**config.mk**
```make
export PLATFORM = sky130hd
export DESIGN_NAME = mul2_seq_ctrl
export DESIGN_NICKNAME = d
export VERILOG_FILES = /design/src/rtl/mul2_seq_pkg.sv /design/src/rtl/mul_2bit.sv /design/src/rtl/mul2_seq_ctrl.sv
export SDC_FILE = /design/constraint.sdc
export NUM_CORES = 1
export LEC_CHECK = 0
export CAP_MARGIN = 40
export CORE_UTILIZATION = 40
export DETAILED_ROUTE_END_ITERATION = 8
export GPL_ROUTABILITY_DRIVEN = 0
export GPL_TIMING_DRIVEN = 0
export HOLD_SLACK_MARGIN = 0.06
export RECOVER_POWER = 25
export SYNTH_ARGS = -nofsm -noshare
export SYNTH_HDL_FRONTEND = slang
export SYNTH_HIERARCHICAL = 1
export SYNTH_SLANG_ARGS = --single-unit
export TNS_END_PERCENT = 30
```
**constraint.sdc**
```tcl
create_clock -name clk -period 4.71 [get_ports clk]
set_input_delay 1.413 -clock clk [delete_from_list [all_inputs] [get_ports clk]]
set_output_delay 1.413 -clock clk [all_outputs]
set_load 0.05 [all_outputs]
```
**src/rtl/mul2_seq_pkg.sv**
```systemverilog
// Shared types and sizing helpers for the digit-serial 2x2 multiplier sequencer.
package mul2_seq_pkg;

  typedef enum logic [1:0] {
    IDLE = 2'd0,
    RUN  = 2'd1,
    DONE = 2'd2
  } state_t;

  function automatic int digits(input int w);
    return w / 2;
  endfunction

  function automatic int pairs(input int w);
    return (w / 2) * (w / 2);
  endfunction

  // Digit index width; a single-digit operand still needs a 1-bit counter.
  function automatic int idx_w(input int w);
    return ($clog2(w / 2) < 1) ? 1 : $clog2(w / 2);
  endfunction

endpackage

```
**src/rtl/mul_2bit.sv**
```systemverilog
// 2-bit x 2-bit unsigned multiplier, purely combinational.
module mul_2bit (
  input  logic       p1,
  input  logic       p0,
  input  logic       q1,
  input  logic       q0,
  output logic [3:0] r
);

  assign r = 4'({p1, p0}) * 4'({q1, q0});

endmodule

```
**src/rtl/mul2_seq_ctrl.sv**
```systemverilog
// Forms a WIDTH x WIDTH unsigned product by stepping one mul_2bit through every
// digit pair, one pair per clock, with valid/ready on both sides.
module mul2_seq_ctrl
  import mul2_seq_pkg::*;
#(
  parameter int WIDTH = 8
) (
  input  logic                 clk,
  input  logic                 rst,
  input  logic                 in_valid,
  output logic                 in_ready,
  input  logic [WIDTH-1:0]     a,
  input  logic [WIDTH-1:0]     b,
  output logic                 out_valid,
  input  logic                 out_ready,
  output logic [2*WIDTH-1:0]   product,
  output logic                 busy
);

  localparam int DIGITS = digits(WIDTH);
  localparam int IW     = idx_w(WIDTH);
  localparam int PW     = 2 * WIDTH;

  state_t          state, state_nxt;
  logic [WIDTH-1:0] a_reg, b_reg;
  logic [PW-1:0]    acc, acc_nxt, pp;
  logic [IW-1:0]    i, j;
  logic [IW:0]      ij;
  logic [1:0]       pd, qd;
  logic [3:0]       r;
  logic             j_last, last_pair;

  // Digit muxes feed the shared multiplier directly; no pipeline stage here.
  always_comb begin
    pd        = 2'(a_reg >> {i, 1'b0});
    qd        = 2'(b_reg >> {j, 1'b0});
    ij        = {1'b0, i} + {1'b0, j};
    pp        = PW'(r) << {ij, 1'b0};
    acc_nxt   = acc + pp;
    j_last    = (j == IW'(DIGITS - 1));
    last_pair = j_last && (i == IW'(DIGITS - 1));
  end

  mul_2bit u_mul (
    .p1 (pd[1]),
    .p0 (pd[0]),
    .q1 (qd[1]),
    .q0 (qd[0]),
    .r  (r)
  );

  always_ff @(posedge clk) begin
    if (rst) state <= IDLE;
    else     state <= state_nxt;
  end

  always_comb begin
    state_nxt = state;
    in_ready  = 1'b0;
    out_valid = 1'b0;
    busy      = 1'b0;
    case (state)
      IDLE: begin
        in_ready = 1'b1;
        if (in_valid) state_nxt = RUN;
      end
      RUN: begin
        busy = 1'b1;
        if (last_pair) state_nxt = DONE;
      end
      DONE: begin
        busy      = 1'b1;
        out_valid = 1'b1;
        if (out_ready) state_nxt = IDLE;
      end
      default: state_nxt = IDLE;
    endcase
  end

  always_ff @(posedge clk) begin
    if (rst) begin
      a_reg   <= '0;
      b_reg   <= '0;
      acc     <= '0;
      i       <= '0;
      j       <= '0;
      product <= '0;
    end else begin
      case (state)
        IDLE: if (in_valid) begin
          a_reg <= a;
          b_reg <= b;
          acc   <= '0;
          i     <= '0;
          j     <= '0;
        end
        RUN: begin
          acc <= acc_nxt;
          if (last_pair) begin
            product <= acc_nxt;
            i       <= '0;
            j       <= '0;
          end else if (j_last) begin
            j <= '0;
            i <= i + 1'b1;
          end else begin
            j <= j + 1'b1;
          end
        end
        default: ;
      endcase
    end
  end

endmodule
```
Word level (Yosys, flattened, before mapping)
Cells that the tools add are included.

Logic and storage cells: 48. Flip-flop bits (word level): 54. Bits of input ports: 20. Output and inout bits: 19.

$mul: 1. Reductions and logical operators: 9. Muxes and demuxes: 16. Add/subtract/negate cells: 4. Equality and inequality tests: 8. Shift-type cells: 3.

Operator list (number): case mux 16 bit (2 select lines) (1); adder 16 bit (1); 2-to-1 mux 16 bit (1); 2-to-1 mux 2 bit (8); << shifter 4 x 4 -> 16 bit (1); right shift 8 x 3 -> 2 bit (2); case mux 2 bit (2 select lines) (2); == test 2 bit, second input constant (3); inequality test 2 bit, second input constant (3); case mux 2 bit (3 select lines) (1); AND reduction 2 bit (3); AND reduction 3 bit (2); adder 2 x 1 -> 2 bit, second input constant (2); multiplier 2 x 2 -> 4 bit (1); adder 2 x 2 -> 3 bit (1); 2-to-1 mux 1 bit (3); inequality test 3 bit, second input constant (1); == test 2 x 1 -> 1 bit, second input constant (1); logical NOT 2 bit (1); nonzero test 2 bit (1); OR reduction 2 bit (1); logical AND 1 bit (1).

Logic depth before layout (Yosys ltp)
Gate-level depths: netlist of run 1.

Depth after elaboration: 5. Depth in mapped cells: 14. Gate-level depth less buffers: 13.

Modules after synthesis
Netlist of run 1, hierarchy kept.

Modules (own cells, without submodules): mul2_seq_ctrl (seq. area each 1081.0 sq um, times used 1, cells an instance 404, area each 3260.6 sq um); mul_2bit (seq. area each 0.0 sq um, times used 1, cells an instance 6, area each 50.0 sq um).

Worst setup path before layout of run 1
Ideal clock, no wire load.

Path kind: reg-to-reg. From: reg i[0]. To: reg acc[10]. Clock period less this slack: 3.477 ns. Library setup time: 0.117 ns. Path slack: 1.233 ns. Arrival: 3.360 ns. Stages on the path, launching flop included: 14. Data required time: 4.593 ns. Path buffers: 1. Cells stage by stage: dfxtp_1 mux4_2 and2_1 ha_1 ha_1 a31oi_1 nor2b_1 ha_1 buf_6 a21o_4 a311o_2 a21boi_2 o21ai_0 a32o_1.

Cells in the longest elaborated chain, start to end: 5.

Ends and longest elaborated chain: start, declared (RTL line mul2_seq_ctrl.sv:27) `logic [IW-1:0] i, j;`; start signal, assigned (RTL line mul2_seq_ctrl.sv:105) `i <= i + 1'b1;`; right shift 8 x 3 -> 2 bit (RTL line mul2_seq_ctrl.sv:35) `pd = 2'(a_reg >> {i, 1'b0});`; named net pd[0] (RTL line mul2_seq_ctrl.sv:29) `logic [1:0] pd, qd;`; multiplier 2 x 2 -> 4 bit (RTL line mul_2bit.sv:10) `assign r = 4'({p1, p0}) * 4'({q1, q0});`; named net r[2] (RTL line mul2_seq_ctrl.sv:30) `logic [3:0] r;`; << shifter 4 x 4 -> 16 bit (RTL line mul2_seq_ctrl.sv:38) `pp = PW'(r) << {ij, 1'b0};`; adder 16 bit (RTL line mul2_seq_ctrl.sv:39) `acc_nxt = acc + pp;`; case mux 16 bit (2 select lines) (RTL line mul2_seq_ctrl.sv:89) `case (state)`; end signal, assigned (RTL line mul2_seq_ctrl.sv:98) `acc <= acc_nxt;`; end, declared (RTL line mul2_seq_ctrl.sv:26) `logic [PW-1:0] acc, acc_nxt, pp;`.

The timed path passes the listed nets, and every way through them passes these cells. A chain may end at the register's enable or synchronous reset.

Worst setup path in the final report of run 1
From: reg i[0]. To: reg product[9].

Cells in the longest elaborated chain, start to end: 4.

Ends and longest elaborated chain: right shift 8 x 3 -> 2 bit (RTL line mul2_seq_ctrl.sv:35); named net pd[0] (RTL line mul2_seq_ctrl.sv:29); multiplier 2 x 2 -> 4 bit (RTL line mul_2bit.sv:10); named net r[2] (RTL line mul2_seq_ctrl.sv:30); << shifter 4 x 4 -> 16 bit (RTL line mul2_seq_ctrl.sv:38); adder 16 bit (RTL line mul2_seq_ctrl.sv:39); end signal, assigned (RTL line mul2_seq_ctrl.sv:100) `product <= acc_nxt;`; end, declared (RTL line mul2_seq_ctrl.sv:16) `output logic [2*WIDTH-1:0] product,`.

The timed path passes the listed nets, and every way through them passes these cells.

==> results of run 1 <==
worst register-to-register path, delay by kind of cell (launching register included):
kind / cells / cell delay, ps
compound gates: 5 / 1310
mux: 2 / 900
fa+ha+maj: 3 / 870
flops: 1 / 520
simple gates: 2 / 310
cells by family after synthesis:
group	synth area share (%)
simple gates	23.6
compound gates	23.8
flops	32.7
buf+inv	4.57
fa+ha+maj	9.90
xor+xnor	1.85
mux	3.63
per-stage QoR:
| step | total power [W] | hold slack, ps | util [%] |
|---|---|---|---|
| 2_1_floorplan | 0.000576 | 432 | - |
| 3_3_place_gp | 0.000623 | 442 | 48.7 |
| 3_5_place_dp | 0.000624 | 447 | 48.7 |
| 4_1_cts | 0.00100 | 461 | 50.4 |
| 5_1_grt | 0.00104 | 478 | 50.4 |
| 6_report | 0.000996 | 456 | 50.4 |
placed cells by master, fill, tap and decap left out, types with 5 or more instances in the layout:
cell,instances
nand2_1,68
nand3b_1,10
clkbuf_1,18
clkdlybuf4s50_1,29
nand3_1,14
clkbuf_8,5
buf_2,7
a22oi_1,6
ha_1,23
a21oi_1,41
o211ai_1,5
nor2_1,34
inv_1,10
dfxtp_1,54
dlygate4sd3_1,9
o21ai_0,16
and2_1,6
nand2b_1,6
nor3_1,5
path summary, 6_finish.rpt:
check,startpoint,endpoint,depth (start not counted)
worst min register to register,product[1]$_SDFFE_PP0P_,product[1]$_SDFFE_PP0P_,2
worst min-delay path,product[1]$_SDFFE_PP0P_,product[1]$_SDFFE_PP0P_,2
worst max register to register,i[0]$_SDFFE_PP0P_,product[9]$_SDFFE_PP0P_,12
worst max-delay path,i[0]$_SDFFE_PP0P_,product[9]$_SDFFE_PP0P_,12
area by class of cell:
| cell class | instances | area, um2 |
|---|---|---|
| inverters | 10 | 37.5 |
| clock inverters | 3 | 68.8 |
| flip-flops and latches | 54 | 1080 |
| clock buffers | 5 | 68.8 |
| plain buffers | 26 | 114 |
| fillers | 819 | 3890 |
| repair buffers | 38 | 380 |
| multi-input cells | 320 | 2080 |
| well taps | 102 | 128 |
routing by layer:
metal | wire [um] | share of wire, %
met1 | 3960 | 46
met2 | 4090 | 48
met3 | 391 | 4.6
met4 | 81 | 0.95
met5 | 0 | 0
power breakdown:
part	switching (W)	internal, W	total (W)
combinational	0.0000816	0.0000520	0.000134
clock	0.000170	0.000213	0.000383
sequential	0.00000906	0.000470	0.000479
==> metrics.txt, run 1 <==
met3 usage=approximately 3.3%; worst path bufs/invs=0; Pins Over Slew Limit=0; largest net degree at the start of global routing=18; Peak VDD IR=approximately 0.17 mV; Period Utilization, post-route=a little over four fifths; Final Hold Fails=0; layout cells sized above 1=under 10%; I/O pins=39; Die Width=93.0 um; min Tclk post-route=around 4000 ps; Slew headroom=between 50 and 60%; HP Class=reg2reg; initial antenna violation count=0; area share of the largest cell type after synthesis=approximately 33%; global-route wire length before repair=14,500 um; Sum Neg Setup Slack=0 ps; Synth Instances=410; via count of the first global-routing pass=roughly 3,000; most frequent cell after synthesis=nand2_1; Post-synth EDFFs=0; TritonCTS clock tree=yes; CP max stage delay=roughly 560 ps; R2R Setup Slk=720 ps; status=finished, final reports clean; Synth top cells by count=68 x nand2_1, 54 x dfxtp_1, 41 x a21oi_1; placed insts=550; required time worst endpoint=between 4000 and 5000 ps; DR WL/cell=15.3 um; post-cts hold buffer count=0; Post-Layout Cell Count=558; ys async rst share=0%; Max Buffers Root-to-Sink=2; synth-to-layout area growth=19.5%; CP max-delay cell=mux4_2; syn nets=roughly 460; Routed Antenna Nets=0; DR DRC count=0; GRT Total Usage=about a fifth; total core area=7850 um2; CP Cell Sequence=mux4_2 -> and2_1 -> ha_1 -> ha_1 -> mux2i_1 -> nor2_1 -> ha_1 -> a21oi_1 -> a21oi_1 -> o21ai_0 -> a2111oi_0 -> a311o_1; antenna cells=0; CTS H-tree lvls=2; synth top area cells=dfxtp_1 33%, ha_1 8.7%, nand2_1 7.7%; final critical-path setup slack=a little over 700 ps; DP Worst Slack=~800 ps; DRT iter0 DRCs=~120; Yosys warnings=6; number of clock sinks=54; cell family with most CP delay=compound AO/OA/AOI/OAI gates; Worst Max-Slew Pin Slew=745 ps; CP Capture Type=flip-flop; die outline height=between 90 and 100 um; leakage power=1.53 nW; maxcap violations=0; Peak Freq=approximately 250 MHz; Final HPWL DP=about 6400 um; cts repair resizes=0; clock skew=about 4.4 ps; Vias=about 3,100; effective utilization at floorplan=around 42%; crit-path most repeated cell=ha_1; dominant cell type by area after synthesis=dfxtp_1; # port buffers=38; Yosys reg bits=54; met1 GRT Util=between 20% and 30%; post-synthesis sequential area ratio=between 30% and 40%; Root Driver=clkbuf_8; PwrDens=252 nW/um2; count of different cell masters after synthesis=approximately 60; # rows=32; largest fanout on the critical path=7; final setup fails=0; Worst Path Arrival=about 4200 ps; Num CTS Buffers=5; clock insertion delay at the later pin of the skew report=~320 ps; Post-Route WL=roughly 8500 um; Synth Cell Area=3310 um2; Clock transition at path regs=100 ps; cell area after layout=3960 um2; Regs by FF count=acc x16, product x16; Initial DRT Pass Iterations=4; # Post-CTS Setup Buffers=0; RSZ-0062 raised after global routing=no; M2 GR Usage=36.3%; Top Usage Layer GRT=met2; die area=between 8000 and 9000 um2; nets=500; ys flop type=dfxtp_1; gr ovfl total=0; kind of critical path=reg2reg; Avg Vias per Cell=between 5 and 6; Avg Synthesized Cell Area=a little over 8 um2; Placed Instance Area=around 3800 um2; startpoint types=flip-flop
Note: power is estimated with default switching activity, not from simulation.
==> inputs of run 2 (changes only) <==
==> constraint.sdc (replaced) <==
create_clock -name clk -period 3.95 [get_ports clk]
set_input_delay 1.185 -clock clk [delete_from_list [all_inputs] [get_ports clk]]
set_output_delay 1.185 -clock clk [all_outputs]
set_load 0.05 [all_outputs]
==> run 2 against run 1 <==
Die area did not move. Largest cell class unchanged. Critical endpoint is now product[11]$_SDFFE_PP0P_. Register-to-register slack got worse by 550 ps. Critical path depth did not move. Sequential share of layout area barely moved. Clock skew rose by 0.87 ps. Combinational power rose by 19%. Cell area rose by 0.28%. Cell count did not move. Hold slack got worse by 1.4 ps.
==> metrics.txt, run 2 (synthesis gave the netlist of run 1 again) <==
# fillers=817 (-0.24%); global-route wire length before repair=14,500 um (unchanged); CP Capture Type=flip-flop; Final HPWL DP=6410 um (unchanged); RSZ-0062 raised after global routing=yes; via count of the first global-routing pass=2,945 (unchanged); largest net degree at the start of global routing=18 (unchanged); CP max-delay cell=mux4_2; CP max stage delay=530 ps (-30 ps); worst path bufs/invs=0 (unchanged); gr ovfl total=0 (unchanged); Worst Path Arrival=4030 ps (-170 ps); DRT iter0 DRCs=127 (+5.0%); initial antenna violation count=0 (unchanged); I/O pins=39 (unchanged); effective utilization at floorplan=42.2% (unchanged); DR WL/cell=15.2 um (-0.28%); leakage power=1.53 nW (about the same); nets=500 (unchanged); CTS H-tree lvls=2 (unchanged); Slew headroom=53.0% (+2.8 points); DR DRC count=0 (unchanged); die area=8640 um2 (unchanged); Die Width=93.0 um (unchanged); Worst Max-Slew Pin Slew=702 ps (-42.1 ps); Peak VDD IR=0.200 mV (+19%); synth-to-layout area growth=19.8%; Final Hold Fails=0 (unchanged); clock skew=5.24 ps (+0.874 ps); Vias=3,048 (-0.29%); crit-path most repeated cell=ha_1; Max Buffers Root-to-Sink=2 (unchanged); min Tclk post-route=3780 ps (-206 ps); kind of critical path=reg2reg; GRT Total Usage=21.2% (unchanged); Post-Route WL=8500 um (-0.28%); DP Worst Slack=59.4 ps (-760 ps); Clock transition at path regs=110 ps (about the same); Num CTS Buffers=5 (unchanged); Fin Hold WS=455 ps (-1.39 ps); Root Driver=clkbuf_8; layout cells sized above 1=7.89% (+0.88 points); Initial DRT Pass Iterations=4 (unchanged); PwrDens=299 nW/um2 (+19%); cell family with most CP delay=compound AO/OA/AOI/OAI gates; Period Utilization, post-route=95.8% (+11 points); TritonCTS clock tree=yes; commonest cells after routing, fill and taps aside=68 x nand2_1, 52 x dfxtp_1, 41 x a21oi_1; clock insertion delay at the later pin of the skew report=320 ps (about the same); Pins Over Slew Limit=0 (unchanged); Regs by FF count=acc x16, product x16; required time worst endpoint=4200 ps (-720 ps); startpoint types=flip-flop; # rows=32 (unchanged); Peak Freq=264 MHz (+5.5%); antenna cells=0 (unchanged); final setup fails=0 (unchanged); most common cell after layout, fill and taps aside=nand2_1; # port buffers=38 (unchanged); register cell area after layout=1080 um2 (+0.23%); post-cts hold buffer count=0 (unchanged); CP Cell Sequence=mux4_2 -> and2_1 -> ha_1 -> ha_1 -> mux2i_2 -> nor2_1 -> ha_1 -> nand3_1 -> a211oi_1 -> o21bai_2 -> a2111o_1 -> o211ai_1; total core area=7850 um2 (unchanged); number of clock sinks=54 (unchanged); final critical-path setup slack=167 ps (-554 ps); Routed Antenna Nets=0 (unchanged); Avg Vias per Cell=5.46 (-0.29%); status=finished, final reports clean; HP Class=reg2reg; multi-input combinational cell area=2090 um2 (+0.42%); largest fanout on the critical path=7 (unchanged); maxcap violations=0 (unchanged); die outline height=93.0 um (unchanged)
run 2: stage by stage:
| step | total power, W | area [um2] | setup TNS [ps] | util (%) | cells |
|---|---|---|---|---|---|
| finish | 0.00119 | 3970 | 0 | 50.6 | 558 |
| global route | 0.00124 | 3970 | -34.9 | 50.6 | 558 |
| CTS | 0.00120 | 3960 | 0 | 50.4 | 558 |
| detailed placement | 0.000744 | 3820 | 0 | 48.7 | 550 |
| global placement | 0.000743 | 3820 | 0 | 48.7 | 550 |
| floorplan | 0.000686 | 3310 | 0 | - | 410 |
run 2: final cells by class:
type | instances | share of cell area, %
buffer | 26 | 2.87
clock buffer | 5 | 1.73
clock inverter | 3 | 1.73
multi-input combinational | 320 | 52.6
sequential | 54 | 27.3
inverter | 10 | 0.946
tap | 102 | 3.22
timing repair buffer | 38 | 9.59
run 2: routing by layer:
metal / wire length [um] / vias up / global-route usage [%]
met4: 107 / 0 / 4.36
li1: - / 1571 / -
met2: 4090 / 51 / 36.3
met1: 3960 / 1417 / 28.1
met3: 335 / 9 / 3.25
met5: 0 / - / 0
run 2: power breakdown:
group	internal [W]	switching (W)	leakage (nW)	total (W)
registers	0.000561	0.0000109	0.439	0.000572
logic	0.0000623	0.0000975	1.02	0.000160
clock network	0.000254	0.000202	0.0683	0.000456
run 2: final timing paths:
path,slack [ps],start,cells after the start,to
setup / recovery,170,i[0]$_SDFFE_PP0P_,12,product[11]$_SDFFE_PP0P_
hold / removal,460,product[1]$_SDFFE_PP0P_,2,product[1]$_SDFFE_PP0P_
setup reg to reg,170,i[0]$_SDFFE_PP0P_,12,product[11]$_SDFFE_PP0P_
hold reg to reg,460,product[1]$_SDFFE_PP0P_,2,product[1]$_SDFFE_PP0P_
run 2: what timing repair did:
item	4_1_cts	5_1_grt
resized for setup	1	4
endpoints found under the setup margin	1	19
buffers inserted	0	0
cloned	0	0
run 2: tightest hold or removal path: cells and delay by family (launching register included):
family / cells / cell delay (ps)
AO/OA/AOI/OAI: 1 / 50
flip-flops: 1 / 320
AND/OR/NAND/NOR: 1 / 50
